### config.mk
export PLATFORM = sky130hd
export DESIGN_NAME = ex_mc
export DESIGN_NICKNAME = d
export VERILOG_FILES = /design/src/rtl/ex_pkg.sv /design/src/rtl/ex_div.sv /design/src/rtl/ex_mc.sv
export SDC_FILE = /design/constraint.sdc
export NUM_CORES = 1
export LEC_CHECK = 0
export ABC_AREA = 1
export CAP_MARGIN = 20
export CORE_MARGIN = 3
export CORE_UTILIZATION = 30
export DETAILED_ROUTE_END_ITERATION = 8
export GPL_TIMING_DRIVEN = 0
export PLACE_DENSITY = 0.62
export SLEW_MARGIN = 10
export SYNTH_ARGS = -nofsm -noshare
export SYNTH_HDL_FRONTEND = slang
export SYNTH_HIERARCHICAL = 1
export SYNTH_SLANG_ARGS = --single-unit
### constraint.sdc
create_clock -name vclk -period 4
set_input_delay 0.6 -clock vclk [all_inputs]
set_output_delay 0.6 -clock vclk [all_outputs]
set_load 0.01 [all_outputs]
### src/rtl/ex_pkg.sv
// ex_pkg: shared types and constants for the ex_mc execute stage.
//   - aluop_e     : 8-bit operation codes presented on aluop_i
//   - alusel_e    : 3-bit result class select presented on alusel_i
//   - div_state_e : iterative divider FSM states
//   - ZERO_WORD   : all-zero constant, sliced to the operand width by users
//                   (wide enough for any DATA_W up to 64)
package ex_pkg;

    typedef enum logic [7:0] {
        OP_AND  = 8'b0010_0100,
        OP_OR   = 8'b0010_0101,
        OP_XOR  = 8'b0010_0110,
        OP_NOR  = 8'b0010_0111,
        OP_SLL  = 8'b0111_1100,
        OP_SRL  = 8'b0000_0010,
        OP_SRA  = 8'b0000_0011,
        OP_ADD  = 8'b0010_0000,
        OP_ADDU = 8'b0010_0001,
        OP_SUB  = 8'b0010_0010,
        OP_SUBU = 8'b0010_0011,
        OP_SLT  = 8'b0010_1010,
        OP_SLTU = 8'b0010_1011,
        OP_DIV  = 8'b0001_1010,
        OP_DIVU = 8'b0001_1011
    } aluop_e;

    typedef enum logic [2:0] {
        SEL_NOP   = 3'b000,
        SEL_LOGIC = 3'b001,
        SEL_SHIFT = 3'b010,
        SEL_ARITH = 3'b100
    } alusel_e;

    typedef enum logic [1:0] {
        DIV_IDLE = 2'b00,
        DIV_ZERO = 2'b01,
        DIV_ON   = 2'b10,
        DIV_END  = 2'b11
    } div_state_e;

    localparam logic [63:0] ZERO_WORD = 64'h0;

endpackage

### src/rtl/ex_div.sv
// ex_div: iterative radix-2 restoring divider with stall handshake.
// Ports:
//   clk, rst          clock / synchronous active-high reset
//   start_i           a DIV or DIVU is presented this cycle
//   signed_i          treat operands as two's complement (DIV)
//   reg1_i, reg2_i    dividend / divisor, sampled only when leaving IDLE
//   annul_i           flush: back to IDLE next edge, masks stall/whilo now
//   stallreq_o        hold the upstream pipeline
//   whilo_o           HI/LO write strobe (END state only)
//   hi_o, lo_o        remainder / quotient, valid while whilo_o is high
module ex_div
    import ex_pkg::*;
#(
    parameter int DATA_W = 32
) (
    input  logic              clk,
    input  logic              rst,
    input  logic              start_i,
    input  logic              signed_i,
    input  logic [DATA_W-1:0] reg1_i,
    input  logic [DATA_W-1:0] reg2_i,
    input  logic              annul_i,
    output logic              stallreq_o,
    output logic              whilo_o,
    output logic [DATA_W-1:0] hi_o,
    output logic [DATA_W-1:0] lo_o
);

    localparam int CNT_W = $clog2(DATA_W);
    localparam logic [CNT_W-1:0] CNT_LAST = CNT_W'(DATA_W - 1);
    localparam logic [DATA_W-1:0] ZERO_W = ZERO_WORD[DATA_W-1:0];

    div_state_e        state_q, state_d;
    logic [CNT_W-1:0]  cnt_q, cnt_d;
    logic [DATA_W-1:0] rem_q, rem_d;     // partial remainder
    logic [DATA_W-1:0] quo_q, quo_d;     // dividend shifting out, quotient shifting in
    logic [DATA_W-1:0] dvsr_q, dvsr_d;   // divisor magnitude
    logic              negq_q, negq_d;   // negate quotient at END
    logic              negr_q, negr_d;   // negate remainder at END

    logic [DATA_W-1:0] mag1_s, mag2_s;
    logic [DATA_W:0]   trial_s, diff_s;
    logic              stall_s, whilo_s;
    logic [DATA_W-1:0] hi_s, lo_s;

    // Operand magnitudes and the current restoring trial subtraction.
    always_comb begin
        mag1_s  = (signed_i && reg1_i[DATA_W-1]) ? (ZERO_W - reg1_i) : reg1_i;
        mag2_s  = (signed_i && reg2_i[DATA_W-1]) ? (ZERO_W - reg2_i) : reg2_i;
        trial_s = {rem_q, quo_q[DATA_W-1]};
        diff_s  = trial_s - {1'b0, dvsr_q};
    end

    // Next-state, datapath update and output decode.
    always_comb begin
        state_d = state_q;
        cnt_d   = cnt_q;
        rem_d   = rem_q;
        quo_d   = quo_q;
        dvsr_d  = dvsr_q;
        negq_d  = negq_q;
        negr_d  = negr_q;
        stall_s = 1'b0;
        whilo_s = 1'b0;
        hi_s    = ZERO_W;
        lo_s    = ZERO_W;

        case (state_q)
            DIV_IDLE: begin
                if (start_i) begin
                    stall_s = 1'b1;
                    if (reg2_i == ZERO_W) begin
                        // Divide by zero reuses the END path: hi = raw dividend.
                        state_d = DIV_ZERO;
                        rem_d   = reg1_i;
                        quo_d   = ~ZERO_W;
                        negq_d  = 1'b0;
                        negr_d  = 1'b0;
                    end else begin
                        state_d = DIV_ON;
                        cnt_d   = {CNT_W{1'b0}};
                        rem_d   = ZERO_W;
                        quo_d   = mag1_s;
                        dvsr_d  = mag2_s;
                        negq_d  = signed_i && (reg1_i[DATA_W-1] ^ reg2_i[DATA_W-1]);
                        negr_d  = signed_i && reg1_i[DATA_W-1];
                    end
                end else begin
                    state_d = DIV_IDLE;
                end
            end
            DIV_ZERO: begin
                stall_s = 1'b1;
                state_d = DIV_END;
            end
            DIV_ON: begin
                stall_s = 1'b1;
                if (!diff_s[DATA_W]) begin
                    rem_d = diff_s[DATA_W-1:0];
                    quo_d = {quo_q[DATA_W-2:0], 1'b1};
                end else begin
                    rem_d = trial_s[DATA_W-1:0];
                    quo_d = {quo_q[DATA_W-2:0], 1'b0};
                end
                cnt_d = cnt_q + {{(CNT_W-1){1'b0}}, 1'b1};
                if (cnt_q == CNT_LAST) begin
                    state_d = DIV_END;
                end else begin
                    state_d = DIV_ON;
                end
            end
            DIV_END: begin
                whilo_s = 1'b1;
                lo_s    = negq_q ? (ZERO_W - quo_q) : quo_q;
                hi_s    = negr_q ? (ZERO_W - rem_q) : rem_q;
                state_d = DIV_IDLE;
            end
            default: begin
                state_d = DIV_IDLE;
            end
        endcase

        // Flush wins over everything, including a division detected this cycle.
        if (annul_i) begin
            state_d = DIV_IDLE;
            stall_s = 1'b0;
            whilo_s = 1'b0;
        end else begin
            stall_s = stall_s;
        end
    end

    // State and datapath registers.
    always_ff @(posedge clk) begin
        if (rst) begin
            state_q <= DIV_IDLE;
            cnt_q   <= {CNT_W{1'b0}};
            rem_q   <= ZERO_W;
            quo_q   <= ZERO_W;
            dvsr_q  <= ZERO_W;
            negq_q  <= 1'b0;
            negr_q  <= 1'b0;
        end else begin
            state_q <= state_d;
            cnt_q   <= cnt_d;
            rem_q   <= rem_d;
            quo_q   <= quo_d;
            dvsr_q  <= dvsr_d;
            negq_q  <= negq_d;
            negr_q  <= negr_d;
        end
    end

    assign stallreq_o = stall_s;
    assign whilo_o    = whilo_s;
    assign hi_o       = hi_s;
    assign lo_o       = lo_s;

endmodule

### src/rtl/ex_mc.sv
// ex_mc: multi-cycle execute stage.
// Logic/shift/arith results are combinational; DIV/DIVU run on ex_div and
// stall the pipeline until HI/LO is written.
// Build option: define EX_DIV_EN to include the divider; without it DIV/DIVU
// are no-ops and stallreq_o, whilo_o, hi_o, lo_o are tied low.
// Ports:
//   clk, rst            clock / synchronous active-high reset (all outputs 0 in reset)
//   aluop_i, alusel_i   operation and result class (ex_pkg codes)
//   reg1_i, reg2_i      operands
//   wd_i, wreg_i        destination register and write enable
//   annul_i             flush, cancels an in-flight division
//   wdata_o, wd_o, wreg_o   GPR write port
//   hi_o, lo_o, whilo_o     HI/LO write port (remainder, quotient)
//   stallreq_o              stall request to the hazard controller
module ex_mc
    import ex_pkg::*;
#(
    parameter int DATA_W = 32,
    parameter int ADDR_W = 5
) (
    input  logic              clk,
    input  logic              rst,
    input  logic [7:0]        aluop_i,
    input  logic [2:0]        alusel_i,
    input  logic [DATA_W-1:0] reg1_i,
    input  logic [DATA_W-1:0] reg2_i,
    input  logic [ADDR_W-1:0] wd_i,
    input  logic              wreg_i,
    input  logic              annul_i,
    output logic [DATA_W-1:0] wdata_o,
    output logic [ADDR_W-1:0] wd_o,
    output logic              wreg_o,
    output logic [DATA_W-1:0] hi_o,
    output logic [DATA_W-1:0] lo_o,
    output logic              whilo_o,
    output logic              stallreq_o
);

    localparam int SH_W = $clog2(DATA_W);
    localparam logic [DATA_W-1:0] ZERO_W = ZERO_WORD[DATA_W-1:0];

    aluop_e            op_s;
    alusel_e           sel_s;
    logic [SH_W-1:0]   shamt_s;
    logic [DATA_W-1:0] logic_res_s, shift_res_s, arith_res_s, wdata_s;
    logic [DATA_W-1:0] b_eff_s, sum_s;
    logic              sub_s, ovf_s;
    logic              div_stall_s, div_whilo_s;
    logic [DATA_W-1:0] div_hi_s, div_lo_s;

    assign op_s    = aluop_e'(aluop_i);
    assign sel_s   = alusel_e'(alusel_i);
    assign shamt_s = reg1_i[SH_W-1:0];

    // Logic unit.
    always_comb begin
        logic_res_s = ZERO_W;
        case (op_s)
            OP_AND:  logic_res_s = reg1_i & reg2_i;
            OP_OR:   logic_res_s = reg1_i | reg2_i;
            OP_XOR:  logic_res_s = reg1_i ^ reg2_i;
            OP_NOR:  logic_res_s = ~(reg1_i | reg2_i);
            default: logic_res_s = ZERO_W;
        endcase
    end

    // Shifter: reg2_i is shifted by the low bits of reg1_i.
    always_comb begin
        shift_res_s = ZERO_W;
        case (op_s)
            OP_SLL:  shift_res_s = reg2_i << shamt_s;
            OP_SRL:  shift_res_s = reg2_i >> shamt_s;
            OP_SRA:  shift_res_s = DATA_W'($signed(reg2_i) >>> shamt_s);
            default: shift_res_s = ZERO_W;
        endcase
    end

    // Adder shared by add and subtract; subtract adds ~b + 1.
    always_comb begin
        sub_s   = (op_s == OP_SUB) || (op_s == OP_SUBU);
        b_eff_s = sub_s ? ~reg2_i : reg2_i;
        sum_s   = reg1_i + b_eff_s + {ZERO_W[DATA_W-1:1], sub_s};
        // Signed overflow: same-sign effective operands, result sign flipped.
        ovf_s   = ((op_s == OP_ADD) || (op_s == OP_SUB)) &&
                  (reg1_i[DATA_W-1] == b_eff_s[DATA_W-1]) &&
                  (sum_s[DATA_W-1] != reg1_i[DATA_W-1]);
    end

    // Arithmetic result select.
    always_comb begin
        arith_res_s = ZERO_W;
        case (op_s)
            OP_ADD, OP_ADDU, OP_SUB, OP_SUBU: arith_res_s = sum_s;
            OP_SLT:  arith_res_s = {ZERO_W[DATA_W-1:1], ($signed(reg1_i) < $signed(reg2_i))};
            OP_SLTU: arith_res_s = {ZERO_W[DATA_W-1:1], (reg1_i < reg2_i)};
            default: arith_res_s = ZERO_W;
        endcase
    end

    // Result class multiplexer.
    always_comb begin
        wdata_s = ZERO_W;
        case (sel_s)
            SEL_LOGIC: wdata_s = logic_res_s;
            SEL_SHIFT: wdata_s = shift_res_s;
            SEL_ARITH: wdata_s = arith_res_s;
            default:   wdata_s = ZERO_W;
        endcase
    end

`ifdef EX_DIV_EN
    logic div_start_s, div_signed_s;

    assign div_start_s  = (op_s == OP_DIV) || (op_s == OP_DIVU);
    assign div_signed_s = (op_s == OP_DIV);

    ex_div #(
        .DATA_W (DATA_W)
    ) u_div (
        .clk        (clk),
        .rst        (rst),
        .start_i    (div_start_s),
        .signed_i   (div_signed_s),
        .reg1_i     (reg1_i),
        .reg2_i     (reg2_i),
        .annul_i    (annul_i),
        .stallreq_o (div_stall_s),
        .whilo_o    (div_whilo_s),
        .hi_o       (div_hi_s),
        .lo_o       (div_lo_s)
    );
`else
    logic unused_div_s;

    assign unused_div_s = clk ^ annul_i;
    assign div_stall_s  = 1'b0;
    assign div_whilo_s  = 1'b0;
    assign div_hi_s     = ZERO_W;
    assign div_lo_s     = ZERO_W;
`endif

    // Output stage: everything is held at zero while in reset.
    always_comb begin
        if (rst) begin
            wdata_o    = ZERO_W;
            wd_o       = {ADDR_W{1'b0}};
            wreg_o     = 1'b0;
            hi_o       = ZERO_W;
            lo_o       = ZERO_W;
            whilo_o    = 1'b0;
            stallreq_o = 1'b0;
        end else begin
            wdata_o    = wdata_s;
            wd_o       = wd_i;
            wreg_o     = wreg_i & ~ovf_s;
            hi_o       = div_hi_s;
            lo_o       = div_lo_s;
            whilo_o    = div_whilo_s;
            stallreq_o = div_stall_s;
        end
    end

endmodule

Word level (Yosys, flattened, before mapping)
Cells that the tools add are included.
Widths: inputs -> output; s select.
{"block": "word_totals", "regBits": 0, "input_bits": 84, "output_inout_bits": 104, "word_cells": 45}
{"block": "classes", "shifts": 3, "eq_ne": 18, "reduce_logical": 5, "add_sub_neg": 2, "bitwise_logic": 7, "n_lt_le_gt_ge": 2, "mux": 8}
{"op": "$pmux 32 s3", "n": 3}
{"op": "$pmux 32 s4", "n": 1}
{"op": "$eq 8x6->1 const B", "n": 10}
{"op": "$lt 32x32->1", "n": 2}
{"op": "$mux 32", "n": 2}
{"op": "$not 32->32", "n": 2}
{"op": "$add 32x1->32", "n": 1}
{"op": "$add 32x32->32", "n": 1}
{"op": "$and 32x32->32", "n": 1}
{"op": "$or 32x32->32", "n": 1}
{"op": "$shl 32x5->32", "n": 1}
{"op": "$shr 32x5->32", "n": 1}
{"op": "$sshr 32x5->32", "n": 1}
{"op": "$xor 32x32->32", "n": 1}
{"op": "$eq 8x2->1 const B", "n": 2}
{"op": "$eq 8x7->1 const B", "n": 1}
{"op": "$mux 5", "n": 1}
{"op": "$reduce_or 4->1", "n": 1}
{"op": "$eq 3x1->1 const B", "n": 1}
{"op": "$eq 3x2->1 const B", "n": 1}
{"op": "$eq 3x3->1 const B", "n": 1}
{"op": "$logic_and 1x1->1", "n": 2}
{"op": "$logic_or 1x1->1", "n": 2}
{"op": "$and 1x1->1", "n": 1}
{"op": "4 further kinds", "n": 4}

Longest topological paths before layout
Gate-level depths: netlist (run 1).
{"block": "logic_depth", "depth_word": 10, "mapped_depth": 20, "ltp_nobuf": 20}

Least setup slack after synthesis (run 1)
Ideal clock, no wire load.
{"block": "synth_path", "path_type": "input-to-output", "startpoint": "in aluop_i[4]", "endpoint": "out wdata_o[22]", "t_arrival_ps": 3133, "stages": 17, "required_time_ps": 3400, "path_slack_ps": 267, "path_buffers": 1, "path_cell_list": "inv_1 -> nand2_1 -> nor2_4 -> nand2_4 -> clkbuf_1 -> o21ai_0 -> inv_1 -> fa_1 -> o21ai_1 -> a21boi_0 -> o21ai_1 -> a21oi_1 -> nand2_1 -> nand3_1 -> nand2_1 -> inv_1 -> a21oi_1"}
{"block": "synth_between", "elab_chain_cells": 8, "elab_cells_between_ends": 23, "cone_classes": "2 x add/sub; 13 x eq/ne; 6 x mux; 2 x reduce/logical"}
{"element": "start, declared", "line": "ex_mc.sv:23", "rtl": "input logic [7:0] aluop_i,"}
{"element": "$eq 8x6->1", "line": "ex_mc.sv:80, ex_mc.sv:92"}
{"element": "$logic_or 1x1->1", "line": "ex_mc.sv:80", "rtl": "sub_s = (op_s == OP_SUB) || (op_s == OP_SUBU);"}
{"element": "$mux 32", "line": "ex_mc.sv:81", "rtl": "b_eff_s = sub_s ? ~reg2_i : reg2_i;"}
{"element": "$add 32x32->32", "line": "ex_mc.sv:82", "rtl": "sum_s = reg1_i + b_eff_s + {ZERO_W[DATA_W-1:1], sub_s};"}
{"element": "$add 32x1->32", "line": "ex_mc.sv:82"}
{"element": "$pmux 32 s3", "line": "ex_mc.sv:92", "rtl": "case (op_s)"}
{"element": "$pmux 32 s3 (*)", "line": "ex_mc.sv:103", "rtl": "case (sel_s)"}
{"element": "$mux 32 (*)", "line": "ex_mc.sv:144", "rtl": "if (rst) begin"}
{"element": "end, declared", "line": "ex_mc.sv:30", "rtl": "output logic [DATA_W-1:0] wdata_o,"}
Mark *: on every way between the ends. The rest lies on a longest branch, timed or not.

Final worst setup path (run 1)
{"block": "layout_path", "startpoint": "in reg2_i[28]", "endpoint": "out wdata_o[29]"}
{"block": "layout_between", "elab_chain_cells": 7, "elab_cells_between_ends": 11, "cone_classes": "2 x add/sub; 3 x shift; 5 x mux; 1 x bitwise"}
{"element": "start, declared", "line": "ex_mc.sv:26", "rtl": "input logic [DATA_W-1:0] reg2_i,"}
{"element": "$not 32->32", "line": "ex_mc.sv:81"}
{"element": "$mux 32", "line": "ex_mc.sv:81"}
{"element": "$add 32x32->32", "line": "ex_mc.sv:82"}
{"element": "$add 32x1->32", "line": "ex_mc.sv:82"}
{"element": "$pmux 32 s3", "line": "ex_mc.sv:92"}
{"element": "$pmux 32 s3 (*)", "line": "ex_mc.sv:103"}
{"element": "$mux 32 (*)", "line": "ex_mc.sv:144"}
Marked as above.

==> results of run 1 <==
## stage by stage
stage | utilization (%) | cells | setup slack (ps)
6_report | 41.4 | 2423 | -75.9
5_1_grt | 41.4 | 2423 | -203
4_1_cts | 40.1 | 2410 | 1.59
3_5_place_dp | 36.6 | 2366 | -2180
3_3_place_gp | 36.6 | 2366 | -2270
2_1_floorplan | - | 1844 | 267
## critical path, cell delays in order
cell and delay [ps]:
clkdlybuf4s50_1 610, inv_1 190, xor2_1 200, ha_1 350, nand2_1 120, nor2_1 270
nand2_1 140, nor2_1 250, nor2_1 110, nand3_1 90, nand3_2 110, a21oi_2 230
buf_2 170
## final cells by class
type,instances,area (µm²)
multi-input combinational,1504,9240
buffer,138,1000
inverter,202,766
timing repair buffer,177,1580
fill,3490,18500
tap,402,503
## cell usage in the layout (no fill, tap or decap), drive strengths merged, types with 2 or more instances in the layout
cell	instances
nor2	127
nand3b	6
a221oi	5
nand2	516
xnor2	2
or2	20
o311ai	2
a31oi	4
o211ai	15
nand3	161
a21o	5
a21oi	139
xor2	31
nor3	19
dlygate4sd2	19
o2111ai	11
a211oi	2
mux2i	13
clkinv	2
conb	66
o21ai	162
o21bai	3
a2111oi	2
nor4	4
o22ai	4
clkbuf	36
nand4	22
ha	133
clkdlybuf4s50	60
dlymetal6s2s	8
inv	199
a21boi	4
a41oi	3
clkdlybuf4s15	9
o21a	17
buf	183
## report_power, final
part | total (mW) | internal (mW) | switching (mW)
Combinational | 1.45 | 0.523 | 0.930
Clock | 0 | 0 | 0
Sequential | 0 | 0 | 0
## worst max path at each step
| stage | startpoint | to | cells after the start |
|---|---|---|---|
| 3_5_place_dp | reg1_i[1] | wdata_o[22] | 15 |
| 6_report | reg2_i[28] | wdata_o[29] | 13 |
| 3_3_place_gp | reg1_i[1] | wdata_o[22] | 15 |
| 5_1_grt | reg1_i[4] | wdata_o[0] | 18 |
| 4_1_cts | alusel_i[2] | wdata_o[2] | 7 |
| 2_1_floorplan | aluop_i[4] | wdata_o[22] | 17 |
## cells by family after synthesis
| group | Yosys count | share of synthesized area (%) |
|---|---|---|
| buf+inv | 340 | 16.6 |
| fa+ha+maj | 134 | 17.5 |
| simple gates | 877 | 39.4 |
| compound gates | 381 | 22.1 |
| xor+xnor | 33 | 3.00 |
| mux | 13 | 1.35 |
| other cells | 1 | 0.0389 |
## layer usage
metal	up-vias	share of wire (%)
met5	-	0
met4	0	4.8
met3	153	13
met2	961	40
met1	6200	42
li1	6241	-
## timing repair
item	4_1_cts	5_1_grt
gates cloned	2	1
pin swaps	78	13
hold buffers	0	0
gates resized for setup	369	107
endpoints found under the setup margin	33	33
setup buffers	42	12
==> results.py, run 1 <==
metrics = {
    "run_status": {
        "status": "finished, violations left",
        "violations": "negative setup slack",
    },
    "setup_path": {
        "path_class": "in2out",
        "startpoint_type": "input pin",
        "crit_required_ps": 3400,
        "cp_max_fo": 5,
        "arrival_ps": 3480,
        "end_kind": "output pin",
    },
    "die": {
        "die_w_um": 185,
        "rows": 65,
        "io_pins": 188,
        "core-area_um2": 31600,
        "start_util_pct": 30.5,
        "die_h_um": 185,
        "dieArea_um2": 34300,
    },
    "min_path": {
        "min_path_cells": 5,
        "hold_end": "wdata_o[0]",
        "holdCritPathClass": "in2out",
        "min_from": "aluop_i[2]",
    },
    "timing": {
        "hold_viol": 0,
        "min_period_ps": 4080,
        "fmax_ghz": 0.245,
        "rsz0062_at_grt": "true",
        "slew_violations": 0,
        "whs_ps": 1700,
        "post-route-period-util_pct": 102,
        "setup_tns_ps": -299,
        "setup_violations": 9,
        "maxSlewHeadroom_pct": 27.1,
        "fin_ws_ps": -75.9,
        "worst_pin_slew_ps": 1090,
    },
    "logic_synthesis": {
        "yosys.area.top_type": "nand2_1",
        "netlist_instances": 1779,
        "synthTopCellsByCount": "nand2_1 (506), inv_1 (184), nand3_1 (161), a21oi_1 (139), o21ai_0 (139)",
        "synth_top_area_share_pct": 19.7,
        "ys_seq_area_share_pct": 0,
        "synth.most_common_cell": "nand2_1",
        "synth.distinct_cells": 54,
        "synth_area_um2": 9640,
        "ys_warn_count": 6,
        "synth.top_cells.by_area": "nand2_1 (20%), ha_1 (17%), nand3_1 (8.4%)",
        "avgSynthCellArea_um2": 5.42,
    },
    "layout": {
        "area_growth_pct": 35.8,
        "clock_buffers": 0,
        "design.seq.count": 0,
        "ff_latch_area_um2": 0,
        "drive_gt1_share_pct": 22.0,
        "stdcell_area_um2": 13100,
        "insertedDiodeCount": 0,
        "fin_nets": 2241,
    },
    "grt": {
        "grt_max_degree": 13,
        "gr-usage-met1_pct": 44.0,
        "grt_util_met2_pct": 47.9,
        "grt_antenna_before_repair": 0,
        "grt_overflow": 0,
        "gr-usage-met3_pct": 8.68,
        "gr-usage-all-layers_pct": 32.0,
        "top_usage_layer": "met2",
        "grt_pass1_wl_um": 81300,
        "grt_pass1_vias": 12400,
    },
    "detailed_routing": {
        "first_pass_iters": 6,
        "ant_nets": 0,
        "drc": 0,
        "drt_wl_total_um": 57500,
        "drt_iter0_drc": 1519,
        "detail_route.vias_per_cell": 5.59,
        "vias": 13600,
        "wl_per_cell_um": 23.7,
    },
    "placed_design": {
        "placed_area_um2": 11600,
        "io_buffers": 120,
        "dpl.hpwl_um": 47700,
        "place.gp.congestion": 1.11,
    },
    "flow_run": {
        "cap_violations": 0,
    },
    "power_and_ir_drop": {
        "powerDensity_nw_per_um2": 111,
        "total_power_mw": 1.45,
        "p_leak_nw": 6.54,
        "peakVddDrop_mv": 0.0463,
    },
}
(Power assumes the default switching activity.)
==> run 2: changes to the inputs <==
--- a/config.mk
+++ b/config.mk
@@ -7,11 +7,11 @@
 export LEC_CHECK = 0
 export ABC_AREA = 1
 export CAP_MARGIN = 20
-export CORE_MARGIN = 3
 export CORE_UTILIZATION = 30
 export DETAILED_ROUTE_END_ITERATION = 8
 export GPL_TIMING_DRIVEN = 0
 export PLACE_DENSITY = 0.62
+export SKIP_LAST_GASP = 1
 export SLEW_MARGIN = 10
 export SYNTH_ARGS = -nofsm -noshare
 export SYNTH_HDL_FRONTEND = slang
==> run 2 against run 1 <==
The run still ends with negative setup slack left. Critical path depth grew 7. Critical path type unchanged. Fmax grew 1.1%. Power grew 6.8%.
==> results.py, run 2 (synthesized netlist as in run 1, its figures left out) <==
metrics = {
    "setup_path": {
        "cp_slowest_cell": "ha_1",
        "startpoint_type": "input pin",
        "end_kind": "output pin",
        "path_cells": "buf_6 > inv_2 > nand2_2 > nor2_4 > nand2_4 > clkbuf_16 > xor2_1 > ha_1 > buf_4 > nand2_1 > nor2_1 > nor2_1 > o21a_1 > nor2_2 > nor2_2 > nand2_1 > nand2_1 > nand3_2 > a21oi_2 > buf_2",
        "crit_required_ps": 3400,
        "cp_slowest_stage_delay_ps": 350,
        "cpMostUsedCell": "nand2_1",
        "cp_max_fo": 8,
        "arrival_ps": 3430,
        "path_class": "in2out",
    },
    "layout": {
        "final_util_pct": 43.4,
        "insertedDiodeCount": 0,
        "clock_buffers": 0,
        "final_cell_mix": "nand2_1 (472), inv_1 (157), buf_4 (137), nand3_1 (133), ha_1 (111)",
        "drive_gt1_share_pct": 26.6,
        "design.seq.count": 0,
        "area_growth_pct": 42.1,
        "final_common_cell": "nand2_1",
        "ff_latch_area_um2": 0,
        "fill_cells": 3403,
        "fin_nets": 2260,
    },
    "timing": {
        "whs_ps": 1780,
        "setup_violations": 2,
        "maxSlewHeadroom_pct": 32.7,
        "rsz0062_at_grt": "true",
        "post-route-period-util_pct": 101,
        "worst_pin_slew_ps": 1010,
        "slew_violations": 0,
        "min_period_ps": 4030,
        "fin_ws_ps": -30.7,
        "fmax_ghz": 0.248,
        "setup_tns_ps": -55.1,
        "hold_viol": 0,
    },
    "die": {
        "io_pins": 188,
        "core-area_um2": 31600,
        "die_w_um": 181,
        "start_util_pct": 30.5,
        "die_h_um": 181,
        "dieArea_um2": 32900,
        "rows": 65,
    },
    "detailed_routing": {
        "drc": 0,
        "first_pass_iters": 5,
        "wl_per_cell_um": 24.6,
        "drt_iter0_drc": 1468,
        "ant_nets": 0,
        "detail_route.vias_per_cell": 5.58,
        "vias": 13600,
        "drt_wl_total_um": 60100,
    },
    "grt": {
        "grt_overflow": 0,
        "grt_antenna_before_repair": 1,
        "gr-usage-all-layers_pct": 35.1,
        "grt_pass1_vias": 12600,
        "grt_pass1_wl_um": 84500,
        "grt_max_degree": 13,
    },
    "power_and_ir_drop": {
        "powerDensity_nw_per_um2": 113,
        "p_leak_nw": 6.78,
        "total_power_mw": 1.55,
        "peakVddDrop_mv": 0.0426,
    },
    "flow_run": {
        "cap_violations": 0,
    },
    "placed_design": {
        "place_ws_ps": -2160,
        "dpl.hpwl_um": 49500,
        "io_buffers": 120,
        "place.gp.congestion": 1.02,
    },
    "run_status": {
        "violations": "negative setup slack",
        "status": "finished, violations left",
    },
    "clock_tree": {
        "holdBufCountCts": 0,
    },
    "min_path": {
        "holdCritPathClass": "in2out",
    },
}
-- run 2: changes by cell type in the layout (fill, tap and decap cells not counted), sizes merged, moves of 3 or more --
cell / previous run / this run
clkdlybuf4s15: 9 / 5
clkdlybuf4s50: 60 / 51
buf: 183 / 208
dlymetal6s2s: 8 / 17
dlygate4sd2: 19 / 16
-- run 2: final cells by class --
| cell class | count | area [µm²] | area share (%) |
|---|---|---|---|
| Inverter | 202 | 774 | 5.66 |
| Buffer | 138 | 1020 | 7.44 |
| Timing Repair Buffer | 196 | 1750 | 12.8 |
| Multi-Input combinational cell | 1504 | 9640 | 70.4 |
| Tap cell | 402 | 503 | 3.67 |
-- run 2: timing repair --
| item | 4_1_cts | 5_1_grt |
|---|---|---|
| resized for setup | 424 | 189 |
| pin swaps | 81 | 67 |
| setup endpoints to repair | 33 | 31 |
| buffers inserted | 50 | 27 |
| gates cloned | 1 | 1 |
-- run 2: per-stage QoR --
stage | area, µm² | instances
6_report | 13700 | 2442
5_1_grt | 13700 | 2442
4_1_cts | 13000 | 2416
3_5_place_dp | 11600 | 2366
3_3_place_gp | 11600 | 2366
2_1_floorplan | 9880 | 1844
-- run 2: final timing paths --
check                 startpoint          end  cells after the start
worst min-delay path  aluop_i[2]   wdata_o[0]                      5
worst max-delay path  aluop_i[6]  wdata_o[29]                     20
-- run 2: power breakdown --
part | internal (mW) | switching [mW]
sequential | 0 | 0
clock | 0 | 0
combinational | 0.561 | 0.990
-- run 2: routing by layer --
layer / up-vias / wire length, µm / GRT usage, %
li1: 6279 / - / -
met1: 6388 / 26600 / 49.7
met2: 842 / 24500 / 52.9
met3: 116 / 6330 / 6.23
met4: 0 / 2670 / 12.2
met5: - / 0 / 0
-- run 2: critical path, delay by kind of cell --
kind / cells / cell delay (ps)
simple gates: 11 / 1200
buf+inv: 5 / 690
xor+xnor: 1 / 140
fa+ha+maj: 1 / 350
compound gates: 2 / 440
==> run 3: changes to the inputs <==
--- a/config.mk
+++ b/config.mk
@@ -7,10 +7,10 @@
 export LEC_CHECK = 0
 export ABC_AREA = 1
 export CAP_MARGIN = 20
-export CORE_UTILIZATION = 30
+export CORE_UTILIZATION = 56
 export DETAILED_ROUTE_END_ITERATION = 8
 export GPL_TIMING_DRIVEN = 0
-export PLACE_DENSITY = 0.62
+export PLACE_DENSITY = 0.95
 export SKIP_LAST_GASP = 1
 export SLEW_MARGIN = 10
 export SYNTH_ARGS = -nofsm -noshare
==> run 3 against run 2 <==
The run now fails in global routing (5_1_grt). Synthesized area unchanged. Synthesized cell count unchanged.
==> results.py, run 3 <==
metrics = {
    "run_status": {
        "status": "stopped before the end",
        "stop_stage": "global routing (5_1_grt)",
        "error": "[ERROR GRT-0232] Routing congestion too high. Check the congestion heatmap in the GUI.",
    },
    "logic_synthesis": {
        "ys_seq_area_share_pct": 0,
        "synth.top_cells.by_area": "nand2_1 (20%), ha_1 (17%), nand3_1 (8.4%)",
        "synth_top_area_share_pct": 19.7,
        "synth_area_um2": 9640,
        "synthTopCellsByCount": "nand2_1 (506), inv_1 (184), nand3_1 (161), a21oi_1 (139), o21ai_0 (139)",
        "yosys.area.top_type": "nand2_1",
        "synth.most_common_cell": "nand2_1",
        "netlist_instances": 1779,
        "avgSynthCellArea_um2": 5.42,
        "ys_warn_count": 6,
        "synth.distinct_cells": 54,
    },
    "placed_design": {
        "place.gp.congestion": 1.39,
        "io_buffers": 120,
        "placed_cells": 2184,
        "dpl.hpwl_um": 35600,
    },
    "grt": {
        "gr-usage-all-layers_pct": 89.2,
        "grt_max_degree": 13,
        "grt_overflow": 394,
    },
    "die": {
        "io_pins": 188,
        "start_util_pct": 57.7,
        "die_h_um": 133,
        "rows": 47,
        "die_w_um": 133,
    },
    "clock_tree": {
        "holdBufCountCts": 0,
    },
    "timing": {
        "grt_worst_setup_endpoint": "wdata_o[22]",
        "worst-ep-kind": "primary output",
    },
}
run 3: cell counts after synthesis:
Identical to the previous run, type by type.
run 3: cell families after synthesis:
family,count (synthesis),share of synthesized area (%)
compound gates,381,22.1
buf+inv,340,16.6
mux,13,1.35
other cells,1,0.0389
xor+xnor,33,3.00
fa+ha+maj,134,17.5
simple gates,877,39.4
run 3: what timing repair did:
action                                  4_1_cts
endpoints found under the hold margin         0
gates resized for setup                     239
buffers inserted                             50
pin swaps                                    63
gates cloned                                  2
endpoints found under the setup margin       33
run 3: layer usage:
layer  GRT overflow  track usage, %
met1             43            85.5
met4            105            89.9
met5              4            69.2
met2            199            98.4
met3             43            85.6
run 3: per-stage QoR:
step | utilization, % | instance area, µm² | hold slack [ps] | worst slack (ps)
floorplan | - | 9880 | 1240 | 267
detailed placement | 68.0 | 11400 | 2130 | -1630
CTS | 73.0 | 12200 | 1830 | -89.5
global placement | 68.0 | 11400 | 2130 | -1570
==> run 4: changes to the inputs <==
--- a/config.mk
+++ b/config.mk
@@ -7,10 +7,10 @@
 export LEC_CHECK = 0
 export ABC_AREA = 1
 export CAP_MARGIN = 20
-export CORE_UTILIZATION = 56
+export CORE_UTILIZATION = 40
 export DETAILED_ROUTE_END_ITERATION = 8
 export GPL_TIMING_DRIVEN = 0
-export PLACE_DENSITY = 0.95
+export PLACE_DENSITY_LB_ADDON = 0.15
 export SKIP_LAST_GASP = 1
 export SLEW_MARGIN = 10
 export SYNTH_ARGS = -nofsm -noshare
==> run 4 against run 3 <==
The flow now finishes, with violations (negative setup slack).
==> results.py, run 4 (synthesized netlist as in run 1, its figures left out) <==
metrics = {
    "timing": {
        "fin_ws_ps": -68.2,
        "min_period_ps": 4070,
        "setup_violations": 3,
        "worst_pin_slew_ps": 991,
        "hold_viol": 0,
        "rsz0062_at_grt": "true",
        "slew_violations": 0,
        "post-route-period-util_pct": 102,
        "maxSlewHeadroom_pct": 33.9,
        "fmax_ghz": 0.246,
        "setup_tns_ps": -100,
    },
    "die": {
        "dieArea_um2": 24700,
        "io_pins": 188,
        "die_h_um": 157,
        "die_w_um": 157,
        "start_util_pct": 40.9,
        "rows": 56,
        "core-area_um2": 23500,
    },
    "layout": {
        "final_cell_mix": "nand2_1 (459), inv_1 (164), buf_4 (146), nand3_1 (143), ha_1 (109)",
        "ff_latch_area_um2": 0,
        "clock_buffers": 0,
        "layout.cells.non_filler": 2362,
        "multiInputGateArea_um2": 9620,
        "fill_cells": 2365,
        "area_growth_pct": 40.3,
        "final_common_cell": "nand2_1",
        "design.seq.count": 0,
        "fin_nets": 2262,
        "drive_gt1_share_pct": 25.5,
    },
    "detailed_routing": {
        "drc": 0,
        "ant_nets": 0,
        "detail_route.vias_per_cell": 5.99,
        "drt_wl_total_um": 58000,
        "drt_iter0_drc": 1906,
        "vias": 14100,
        "wl_per_cell_um": 24.5,
        "first_pass_iters": 8,
    },
    "setup_path": {
        "cp_max_fo": 8,
        "arrival_ps": 3470,
        "crit_required_ps": 3400,
        "path_class": "in2out",
        "end_kind": "output pin",
        "startpoint_type": "input pin",
    },
    "placed_design": {
        "io_buffers": 120,
        "placed_cells": 2284,
        "place.gp.congestion": 1.04,
        "place_ws_ps": -1880,
        "dpl.hpwl_um": 45700,
    },
    "grt": {
        "grt_pass1_vias": 12900,
        "grt_antenna_before_repair": 1,
        "gr-usage-all-layers_pct": 45.1,
        "grt_pass1_wl_um": 81400,
        "grt_max_degree": 13,
        "grt_overflow": 0,
    },
    "min_path": {
        "holdCritPathClass": "in2out",
    },
    "flow_run": {
        "cap_violations": 0,
    },
    "clock_tree": {
        "holdBufCountCts": 0,
    },
    "run_status": {
        "status": "finished, violations left",
        "violations": "negative setup slack",
    },
}
-- run 4: timing repair --
item / 4_1_cts / 5_1_grt
setup endpoints to repair: 33 / 33
setup buffers: 53 / 22
gates cloned: 3 / 0
resized for setup: 377 / 192
endpoints found under the hold margin: 0 / 0
pin swaps: 83 / 88
-- run 4: layout make-up --
cell class | count | share of cell area, %
Multi-Input combinational cell | 1504 | 71.2
Buffer | 138 | 7.27
Inverter | 202 | 5.67
Antenna cell | 1 | 0.0185
Tap cell | 319 | 2.95
Timing Repair Buffer | 198 | 12.9
-- run 4: path summary, 6_finish.rpt --
path | start | to | slack [ps] | cells past startpoint
setup / recovery | aluop_i[4] | wdata_o[7] | -70 | 19
hold / removal | aluop_i[2] | wdata_o[0] | 1670 | 5
-- run 4: per-layer routing --
layer	routed length, µm	track usage [%]
met5	0	0
met4	3530	19.0
met3	8940	12.5
met2	22800	66.1
met1	22700	61.2
-- run 4: per-stage QoR --
| stage | cell area, µm² | util, % | hold WS (ps) |
|---|---|---|---|
| 2_1_floorplan | 9880 | - | 1240 |
| 3_3_place_gp | 11500 | 48.8 | 2130 |
| 3_5_place_dp | 11500 | 48.8 | 2140 |
| 4_1_cts | 12700 | 54.0 | 1830 |
| 5_1_grt | 13500 | 57.4 | 1710 |
| 6_report | 13500 | 57.4 | 1670 |
-- run 4: worst max-delay path, stage by stage --
cell and delay (ps):
buf_6 100, inv_2 50, nand2_2 60, nor2_4 210
nand2_8 150, buf_4 190, xor2_2 200, inv_1 80
ha_1 300, nand2_2 100, inv_1 40, nand3_1 70
nand2_1 130, nand2_1 90, nand2_1 90, a21oi_1 130
o21ai_0 170, a31oi_1 380, dlygate4sd2_1 320
